### src/rtl/instr_fetch_unit_pkg.sv
// Shared constants and state type for the instruction fetch unit.
package fetch_pkg;
    localparam int AW = 8;
    localparam int DW = 16;
    localparam logic [DW-1:0] HALT_WORD = 16'h0001;
    localparam logic [AW-1:0] PC_INC = 8'd2;

    typedef enum logic {
        RUN    = 1'b0,
        HALTED = 1'b1
    } fetch_state_t;
endpackage

### src/rtl/instr_fetch_unit.sv
// PC/fetch stage feeding decode: sequential fetch, redirects, stalls, HALT freeze/resume.
// Optional fetch counter built when INSTR_FETCH_COUNT_EN is defined.
module instr_fetch_unit
    import fetch_pkg::*;
(
    input  logic          CLK,
    input  logic          RESET,
    input  logic          STALL,
    input  logic          BR_TAKEN,
    input  logic [AW-1:0] BR_TARGET,
    input  logic          RESUME,
    output logic [AW-1:0] IRAM_ADDR,
    input  logic [DW-1:0] IRAM_Q,
    output logic [DW-1:0] IR,
    output logic          IR_VALID,
    output logic [AW-1:0] IR_PC,
    output logic          HALTED,
    output logic [15:0]   FETCH_CNT
);
    fetch_state_t  state_q, state_d;
    logic [AW-1:0] pc_q, pc_d;
    logic [DW-1:0] ir_q, ir_d;
    logic [AW-1:0] ir_pc_q, ir_pc_d;
    logic          vld_q, vld_d;
    logic          halted_q, halted_d;

    always_comb begin
        state_d  = state_q;
        pc_d     = pc_q;
        ir_d     = ir_q;
        ir_pc_d  = ir_pc_q;
        vld_d    = vld_q;
        halted_d = halted_q;
        case (state_q)
            RUN: begin
                if (BR_TAKEN) begin
                    // Wrong-path word is squashed; bit 0 of the target is dropped.
                    pc_d  = BR_TARGET & {{(AW-1){1'b1}}, 1'b0};
                    vld_d = 1'b0;
                end else if (!STALL) begin
                    ir_d    = IRAM_Q;
                    ir_pc_d = pc_q;
                    vld_d   = 1'b1;
                    pc_d    = pc_q + PC_INC;
                    if (IRAM_Q == HALT_WORD) begin
                        state_d  = fetch_pkg::HALTED;
                        halted_d = 1'b1;
                    end
                end
            end
            fetch_pkg::HALTED: begin
                vld_d = 1'b0;
                if (RESUME) begin
                    state_d  = RUN;
                    halted_d = 1'b0;
                end
            end
            default: state_d = RUN;
        endcase
    end

    always_ff @(posedge CLK or posedge RESET) begin
        if (RESET) begin
            state_q  <= RUN;
            pc_q     <= '0;
            ir_q     <= '0;
            ir_pc_q  <= '0;
            vld_q    <= 1'b0;
            halted_q <= 1'b0;
        end else begin
            state_q  <= state_d;
            pc_q     <= pc_d;
            ir_q     <= ir_d;
            ir_pc_q  <= ir_pc_d;
            vld_q    <= vld_d;
            halted_q <= halted_d;
        end
    end

`ifdef INSTR_FETCH_COUNT_EN
    logic        fetch_en;
    logic [15:0] cnt_q;

    assign fetch_en = (state_q == RUN) && !BR_TAKEN && !STALL;

    always_ff @(posedge CLK or posedge RESET) begin
        if (RESET)         cnt_q <= '0;
        else if (fetch_en) cnt_q <= cnt_q + 16'd1;
    end

    assign FETCH_CNT = cnt_q;
`else
    assign FETCH_CNT = 16'h0000;
`endif

    assign IRAM_ADDR = pc_q;
    assign IR        = ir_q;
    assign IR_VALID  = vld_q;
    assign IR_PC     = ir_pc_q;
    assign HALTED    = halted_q;
endmodule
### config.mk
export PLATFORM = sky130hd
export DESIGN_NAME = instr_fetch_unit
export DESIGN_NICKNAME = d
export VERILOG_FILES = /design/src/rtl/instr_fetch_unit_pkg.sv /design/src/rtl/instr_fetch_unit.sv
export SDC_FILE = /design/constraint.sdc
export NUM_CORES = 1
export LEC_CHECK = 0
export BUFFER_PORTS_ARGS = -buffer_cell sky130_fd_sc_hd__clkbuf_2
export CORE_MARGIN = 4
export CORE_UTILIZATION = 45
export DETAILED_ROUTE_END_ITERATION = 10
export GPL_TIMING_DRIVEN = 0
export PLACE_DENSITY = 0.83
export SYNTH_ARGS = -nofsm -noshare
export SYNTH_HDL_FRONTEND = slang
export SYNTH_SLANG_ARGS = --single-unit
### constraint.sdc
create_clock -name CLK -period 1.6 [get_ports CLK]
set_input_delay 0.32 -clock CLK [delete_from_list [all_inputs] [get_ports CLK]]
set_output_delay 0.32 -clock CLK [all_outputs]
set_load 0.005 [all_outputs]
# Word level (Yosys, flattened, before mapping)
# Index checks and enable logic that the tools add are counted.
[totals]
ff_bits = 35
inputBits = 29
out_inout_bits = 50
wordCells = 35
[classes]
n_addsub = 1
eq_ne = 7
muxes = 15
bitwise_logic = 3
n_reduce_logical = 3
[ops]
columns = ["op", "n"]
rows = [
  ["$eq 16x1->1 const B", 1],
  ["$mux 8", 2],
  ["$mux 1", 10],
  ["$add 8x2->8 const B", 1],
  ["$ne 2x2->1 const B", 4],
  ["$pmux 1 s2", 3],
  ["$reduce_and 4->1", 1],
  ["$ne 3x3->1 const B", 1],
  ["$not 1->1", 3],
  ["$reduce_and 3->1", 1],
  ["$ne 2x1->1 const B", 1],
  ["$reduce_and 2->1", 1],
]

# Logic depth before layout (Yosys ltp)
# Gate-level depths: netlist of the first run.
[depth]
ltp_word = 5
mapped_depth = 5
mapped_depth_nobuf = 4

# Worst setup path before layout of the first run
# OpenSTA, ideal clock, no wires.
[synth_path]
path_kind = "input to register"
from = "input BR_TAKEN"
to = "register ir_q[13] (netlist: IR[13])"
setup_ns = 0.125
arrival_ns = 1.229
t_required_ns = 1.475
setup_slack_ns = 0.246
stages = 4
n_path_buf = 2
path_cell_list = "buf_6 nor3_4 buf_6 mux2_2"
[synth_via]
elab_chain_len = 2
[synth_rtl]
columns = ["item", "line", "rtl"]
rows = [
  ["start, declared", "instr_fetch_unit.sv:9", "input logic BR_TAKEN,"],
  ["$not 1->1 (no line)", "--", ""],
  ["$reduce_and 3->1 (no line)", "--", ""],
  ["end signal, assigned", "instr_fetch_unit.sv:73", "ir_q <= ir_d;"],
  ["end, declared", "instr_fetch_unit.sv:22", "logic [DW-1:0] ir_q, ir_d;"],
]
# No other way between the ends.
# A chain may end at the register's enable or synchronous reset.

# Worst setup path after layout of the first run
[layout_path]
from = "register state_q"
to = "register ir_q[7] (netlist: IR[7])"
[layout_via]
elab_chain_len = 2
[layout_rtl]
columns = ["item", "line", "rtl"]
rows = [
  ["start, declared", "instr_fetch_unit.sv:20", "fetch_state_t state_q, state_d;"],
  ["start signal, assigned", "instr_fetch_unit.sv:71", "state_q <= state_d;"],
  ["$not 1->1 (no line)", "--", ""],
  ["$reduce_and 3->1 (no line)", "--", ""],
]
# No other way between the ends.

==> qor.log, run 1 <==
INFO  outcome        run_status=finished, final reports clean
INFO  cells_and_area layout-drive-gt1-share=49.3%
INFO  worst_setup_path rrSetupSlack=110ps
INFO  placement      place.port_buffers=57
INFO  synth          mappedNetlistArea=1620um2
INFO  clock_tree     tritoncts=yes
INFO  worst_setup_path path_class=reg2reg
INFO  synth          cells_after_synthesis=137
INFO  die            core.rowCount=21
INFO  pwr            vdd_drop_max=0.000577V
INFO  clock_tree     clock_transition_at_the_register_clock_pins_on_the_worst_setup_and_hold_paths_after_cts=90ps
INFO  timing         unrepaired_setup_endpoints_after_global_routing=no
INFO  routing        detail_route.wl_per_cell=13.5um
INFO  global_routing antenna_found_initial=0
INFO  routing        drc=0
INFO  synth          list_of_most_frequent_post_synthesis_cells=sky130_fd_sc_hd__dfrtp_1 (33), sky130_fd_sc_hd__mux2_2 (23), sky130_fd_sc_hd__buf_4 (18), sky130_fd_sc_hd__nand2_1 (7), sky130_fd_sc_hd__inv_1 (6)
INFO  routing        detail_route.vias_per_cell=4.76
INFO  synth          yosysTopAreaCellShare=50.8%
INFO  worst_setup_path critical-path-slowest-cell=sky130_fd_sc_hd__dfrtp_1
INFO  synth          dominant_combinational_cell_family_by_area_after_synthesis=multiplexers
INFO  timing         finalMaxSlewViolations=0
INFO  clock_tree     cts_buffers=5
INFO  clock_tree     clockRootBuffer=sky130_fd_sc_hd__clkbuf_4
INFO  clock_tree     numClockSinks=33
INFO  synth          synth-async-reset-ratio=100%
INFO  synth          synth_enable_flop_cells=0
INFO  placement      dp_hpwl=2780um
INFO  clock_tree     cts_buffer_depth=2
INFO  clock_tree     postCtsSetupRepairBufs=0
INFO  timing         achievable-frequency=672MHz
INFO  pwr            cellPowerDensity=904nW/um2
INFO  synth          synth_compound_area_share=8.63%
INFO  cells_and_area num-nets-final=250
INFO  worst_setup_path crit_start_category=flop
INFO  worst_setup_path slowest_stage_delay_cp=450ps
INFO  die            fp.dieH=68.1um
INFO  synth          synthDistinctLibCells=36
INFO  timing         fin_setup_tns=0ps
INFO  synth          synth_seq_area_share=50.8%
INFO  global_routing track_usage=16.4%
INFO  synth          share_of_synthesized_cell_area_in_full_adder_half_adder_and_majority_cells=0.770%
INFO  synth          synth.most_common_cell=sky130_fd_sc_hd__dfrtp_1
INFO  cells_and_area diodes=0
INFO  synth          yosys-top-cells-area=sky130_fd_sc_hd__dfrtp_1 (51%), sky130_fd_sc_hd__mux2_2 (16%), sky130_fd_sc_hd__buf_4 (8.3%)
INFO  worst_hold_path timing.hold.worst.start=RESUME
INFO  synth          most_common_flop_cell_mapped_by_yosys=sky130_fd_sc_hd__dfrtp_1
INFO  die            core_box_area=3420um2
INFO  cells_and_area area_growth_syn_to_layout=30.4%
INFO  global_routing first_global_vias=1,248
INFO  die            pin_count=79
INFO  worst_setup_path timing.rr.start=state_q$_DFF_PP0_
INFO  routing        route.final.wire_length=3610um
INFO  timing         timing.final.setup_violations=0
INFO  timing         min_period=1490ps
INFO  cells_and_area final-instance-count-excl-fill=267
INFO  worst_setup_path end_kind=flop
INFO  worst_setup_path required=1820ps
INFO  global_routing grt_start_max_net_pins=34
INFO  global_routing global_route_wire_length_before_repair=5590um
INFO  clock_tree     h_tree_level_count=2
INFO  global_routing gr-total-overflow=0
INFO  synth          register_bit_count_reported_by_yosys=33
INFO  routing        drtIter0Drc=42
INFO  routing        ant_nets=0
INFO  synth          yosys.area_share.xor_xnor=0%
INFO  pwr            power.static_leakage=1.08nW
INFO  worst_setup_path crit_chain=nor3_4, buf_6, mux2_2
INFO  die            floorplan.initialDensity=47.5%
INFO  timing         hold_ws=175ps
INFO  placement      gp_congestion=0.818
INFO  timing         clock-skew-final=3.59ps
INFO  worst_setup_path worst-endpoint-arrival=1710ps
INFO  worst_setup_path cp_top_family=flip-flops
INFO  pwr            total_power=1.91mW
INFO  run            maxcap_violations=0
INFO  synth          synth_largest_area_cell=sky130_fd_sc_hd__dfrtp_1
INFO  worst_hold_path hold_class=in2reg
INFO  placement      placed_cells=257
INFO  synth          yosysWarnings=0
INFO  synth          yosys-mux-area-fraction=15.9%
INFO  synth          syn_area_per_cell=11.9um2
INFO  die            die_area=4630um2
INFO  clock_tree     clock_latency=330ps
INFO  timing         final_hold_viol_count=0
INFO  worst_setup_path path_max_fanout=10
INFO  die            fp.dieW=68.1um
INFO  routing        detailroute.via_count=1,271
INFO  cells_and_area fillers=309
INFO  worst_setup_path cp_num_buf_inv=1
INFO  synth          post_synth_and_or_nand_nor_area_fraction=11.0%
INFO  routing        drt_pass1_iterations=4
INFO  worst_setup_path critical_path.startpoint=state_q$_DFF_PP0_
INFO  timing         min_period_over_period=93.0%
cells by family after synthesis:
family	after synthesis
buffers and inverters	30
flip-flops	33
AO/OA/AOI/OAI	20
multiplexers	23
other	1
adder cells (fa/ha/maj)	1
AND/OR/NAND/NOR	29
where the power goes:
part | internal (mW) | switching, mW
clock network | 0.175 | 0.261
registers | 0.952 | 0.0876
logic | 0.256 | 0.181
per-stage QoR:
step / util, % / worst slack [ps] / area [um2]
finish: 62.0 / 112 / 2120
CTS: 60.9 / 91.8 / 2080
global placement: 59.5 / 111 / 2030
global route: 62.0 / 36.2 / 2120
detailed placement: 59.5 / 105 / 2030
floorplan: - / 246 / 1690
cell type report:
| type | instances | area (um2) | share of cell area, % |
|---|---|---|---|
| Tap cell | 46 | 57.6 | 2.72 |
| Buffer | 24 | 181 | 8.57 |
| Clock buffer | 8 | 48.8 | 2.30 |
| Timing Repair Buffer | 59 | 323 | 15.2 |
| Inverter | 6 | 22.5 | 1.06 |
| Multi-Input combinational cell | 91 | 658 | 31.1 |
| Sequential cell | 33 | 826 | 39.0 |
registers in the layout, indices dropped and copies added, names as in the netlist:
register,cells
state_q,1
IRAM_ADDR,7
IR_PC,7
HALTED,1
IR,16
IR_VALID,1
metal layers:
layer | vias to the layer above | track usage, % | part of all wire [%]
met5 | - | 0 | 0
met4 | 0 | 6.20 | 1.3
met3 | 6 | 7.55 | 13
met2 | 64 | 26.6 | 46
met1 | 582 | 19.0 | 40
li1 | 619 | - | -
final timing paths:
check,endpoint,cells past startpoint
min in group asynchronous,IR[6]$_DFFE_PP0P_,3
max in group asynchronous,IR_PC[6]$_DFFE_PP0P_,4
setup reg to reg,IR[7]$_DFFE_PP0P_,3
setup / recovery,IR[7]$_DFFE_PP0P_,3
hold / removal,state_q$_DFF_PP0_,2
hold reg to reg,HALTED$_DFFE_PP0P_,2
cell usage in the layout (no fill, tap or decap), types with 3 or more instances in the layout:
cell type / synthesis / layout
sky130_fd_sc_hd__a21oi_1: 5 / 5
sky130_fd_sc_hd__inv_1: 6 / 6
sky130_fd_sc_hd__conb_1: 1 / 18
sky130_fd_sc_hd__a22oi_1: 3 / 3
sky130_fd_sc_hd__mux2_2: 23 / 23
sky130_fd_sc_hd__buf_6: 3 / 3
sky130_fd_sc_hd__clkbuf_1: 2 / 5
sky130_fd_sc_hd__clkbuf_4: 0 / 5
sky130_fd_sc_hd__dfrtp_1: 33 / 33
sky130_fd_sc_hd__nor4_1: 3 / 3
sky130_fd_sc_hd__buf_4: 18 / 18
sky130_fd_sc_hd__nor3_1: 3 / 3
sky130_fd_sc_hd__nand3_1: 4 / 4
sky130_fd_sc_hd__clkbuf_2: 0 / 57
sky130_fd_sc_hd__nand2_1: 7 / 7
repair_timing:
item	CTS	global route
hold buffers	0	1
gates resized for setup	0	0
endpoints found under the setup margin	0	0
endpoints found under the hold margin	0	5
Note: power is estimated with default switching activity, not from simulation.
==> run 2, diff against run 1 <==
Settings changed: CORE_UTILIZATION 45 to 47, CTS_BUF_LIST set to sky130_fd_sc_hd__clkbuf_4 sky130_fd_sc_hd__clkbuf_8, HOLD_SLACK_MARGIN set to 0.03, PLACE_DENSITY 0.83 to 0.86, TNS_END_PERCENT set to 5.
==> run 2 against run 1 <==
Global-route usage is 1.1 points higher. Count of clock-buffer cells in the layout fell by 1. Highest routed layer unchanged. Worst hold slack better by 12 ps. Critical endpoint is now IR_PC[4]$_DFFE_PP0P_. Clock power rose by 25%.
==> qor.log, run 2 (synthesis gave the netlist of run 1 again) <==
INFO  timing         clock-skew-final=4.56ps
INFO  timing         finalMaxSlewViolations=0
INFO  pwr            power.static_leakage=1.10nW
INFO  cells_and_area area_growth_syn_to_layout=31.7%
INFO  global_routing track_usage=17.6%
INFO  placement      placed_cells=257
INFO  global_routing antenna_found_initial=0
INFO  routing        drtIter0Drc=42
INFO  cells_and_area fillers=281
INFO  cells_and_area final-instance-count-excl-fill=267
INFO  timing         min_period=1480ps
INFO  routing        detailroute.via_count=1,292
INFO  worst_setup_path path_max_fanout=10
INFO  pwr            power_frac_seq=51.5%
INFO  routing        detail_route.wl_per_cell=13.7um
INFO  cells_and_area num-nets-final=250
INFO  worst_setup_path end_kind=flop
INFO  timing         achievable-frequency=675MHz
INFO  routing        drc=0
INFO  clock_tree     tritoncts=yes
INFO  cells_and_area finish.instance_area=2140um2
INFO  clock_tree     postCtsSetupRepairBufs=0
INFO  pwr            cellPowerDensity=946nW/um2
INFO  worst_hold_path hold_class=in2reg
INFO  die            floorplan.initialDensity=48.7%
INFO  worst_setup_path worst-endpoint-arrival=1710ps
INFO  clock_tree     cts_buffer_depth=2
INFO  pwr            power.internal=1.46mW
INFO  run            maxcap_violations=0
INFO  outcome        run_status=finished, final reports clean
INFO  cells_and_area utilization=64.1%
INFO  placement      pre_cts_slack=113ps
INFO  clock_tree     cts_buffers=5
INFO  timing         hold_ws=187ps
INFO  die            core.rowCount=21
INFO  die            die_area=4460um2
INFO  placement      place.port_buffers=57
INFO  pwr            power_switching_share=27.7%
INFO  timing         unrepaired_setup_endpoints_after_global_routing=no
INFO  cells_and_area mostFrequentLayoutCell=sky130_fd_sc_hd__clkbuf_2
INFO  global_routing first_global_vias=1,242
INFO  global_routing gr-total-overflow=0
INFO  die            fp.dieW=66.8um
INFO  placement      placed_standard_cell_area=2030um2
INFO  pwr            total_power=2.02mW
INFO  clock_tree     clock_transition_at_the_register_clock_pins_on_the_worst_setup_and_hold_paths_after_cts=100ps
INFO  cells_and_area diodes=0
INFO  pwr            net_switching_power_of_the_design=0.561mW
INFO  worst_setup_path path_class=reg2reg
INFO  pwr            combPwrFrac=21.6%
INFO  routing        drt_pass1_iterations=4
INFO  clock_tree     clockRootBuffer=sky130_fd_sc_hd__clkbuf_4
INFO  timing         timing.final.setup_violations=0
INFO  placement      gp_congestion=0.746
INFO  clock_tree     h_tree_level_count=2
INFO  cells_and_area mostFrequentLayoutCells=sky130_fd_sc_hd__clkbuf_2 (57), sky130_fd_sc_hd__dfrtp_1 (33), sky130_fd_sc_hd__mux2_2 (23)
INFO  worst_setup_path crit_start_category=flop
INFO  clock_tree     numClockSinks=33
INFO  pwr            clkPwrFrac=26.9%
INFO  clock_tree     clock_latency=340ps
INFO  timing         min_period_over_period=92.5%
INFO  placement      dp_hpwl=2830um
INFO  pwr            vdd_drop_max=0.000714V
INFO  cells_and_area layout-drive-gt1-share=50.7%
INFO  timing         layout_setup_ws=119ps
INFO  clock_tree     post_cts.resized_instances=0
INFO  timing         final_hold_viol_count=0
INFO  timing         fin_setup_tns=0ps
INFO  routing        detail_route.vias_per_cell=4.84
INFO  worst_setup_path required=1830ps
INFO  routing        ant_nets=0
INFO  global_routing global_route_wire_length_before_repair=5820um
INFO  global_routing grt_start_max_net_pins=34
INFO  die            core_box_area=3340um2
INFO  cells_and_area largest_reg_flops=16
INFO  routing        route.final.wire_length=3650um
INFO  die            fp.dieH=66.8um
INFO  die            pin_count=79
-- run 2: area by class of cell --
cell class | count | area [um2] | area share (%)
Buffer | 24 | 181 | 8.48
Multi-Input combinational cell | 91 | 658 | 30.8
Tap cell | 46 | 57.6 | 2.69
Inverter | 6 | 22.5 | 1.05
Clock inverter | 1 | 5.00 | 0.234
Clock buffer | 7 | 65.1 | 3.04
Sequential cell | 33 | 826 | 38.6
Timing Repair Buffer | 59 | 323 | 15.1
-- run 2: per-layer routing --
layer / track usage [%] / vias to the layer above / share of wire [%]
met1: 21.6 / 590 / 39
met5: 0 / - / 0
li1: - / 623 / -
met4: 6.09 / 0 / 1.3
met2: 27.5 / 73 / 47
met3: 7.59 / 6 / 12
-- run 2: timing repair --
item / in CTS / in global routing
setup endpoints to repair: 0 / 0
endpoints found under the hold margin: 0 / 8
hold buffers: 0 / 1
-- run 2: power groups by stage --
stage,clock network (mW),logic [mW],registers (mW)
after floorplan,0,0.225,1.05
after global placement,0,0.420,1.05
after detailed placement,0,0.430,1.06
after CTS,0.554,0.431,1.04
after global routing,0.594,0.485,1.06
final,0.545,0.437,1.04
-- run 2: worst max-delay path: stages (launching register included) --
cell                      delay [ps]
sky130_fd_sc_hd__dfrtp_1         450
sky130_fd_sc_hd__nor3_4          360
sky130_fd_sc_hd__buf_6           210
sky130_fd_sc_hd__mux2_2          350
-- run 2: final timing paths --
| check | start | to | slack, ps | depth (start not counted) |
|---|---|---|---|---|
| worst max-delay path | state_q$_DFF_PP0_ | IR_PC[4]$_DFFE_PP0P_ | 120 | 3 |
| worst min-delay path | RESUME | state_q$_DFF_PP0_ | 190 | 2 |
| worst max register to register | state_q$_DFF_PP0_ | IR_PC[4]$_DFFE_PP0P_ | 120 | 3 |
| worst min register to register | HALTED$_DFFE_PP0P_ | HALTED$_DFFE_PP0P_ | 510 | 2 |
| max in group asynchronous | RESET | IR[9]$_DFFE_PP0P_ | 630 | 4 |
| min in group asynchronous | RESET | IR_PC[3]$_DFFE_PP0P_ | 510 | 3 |
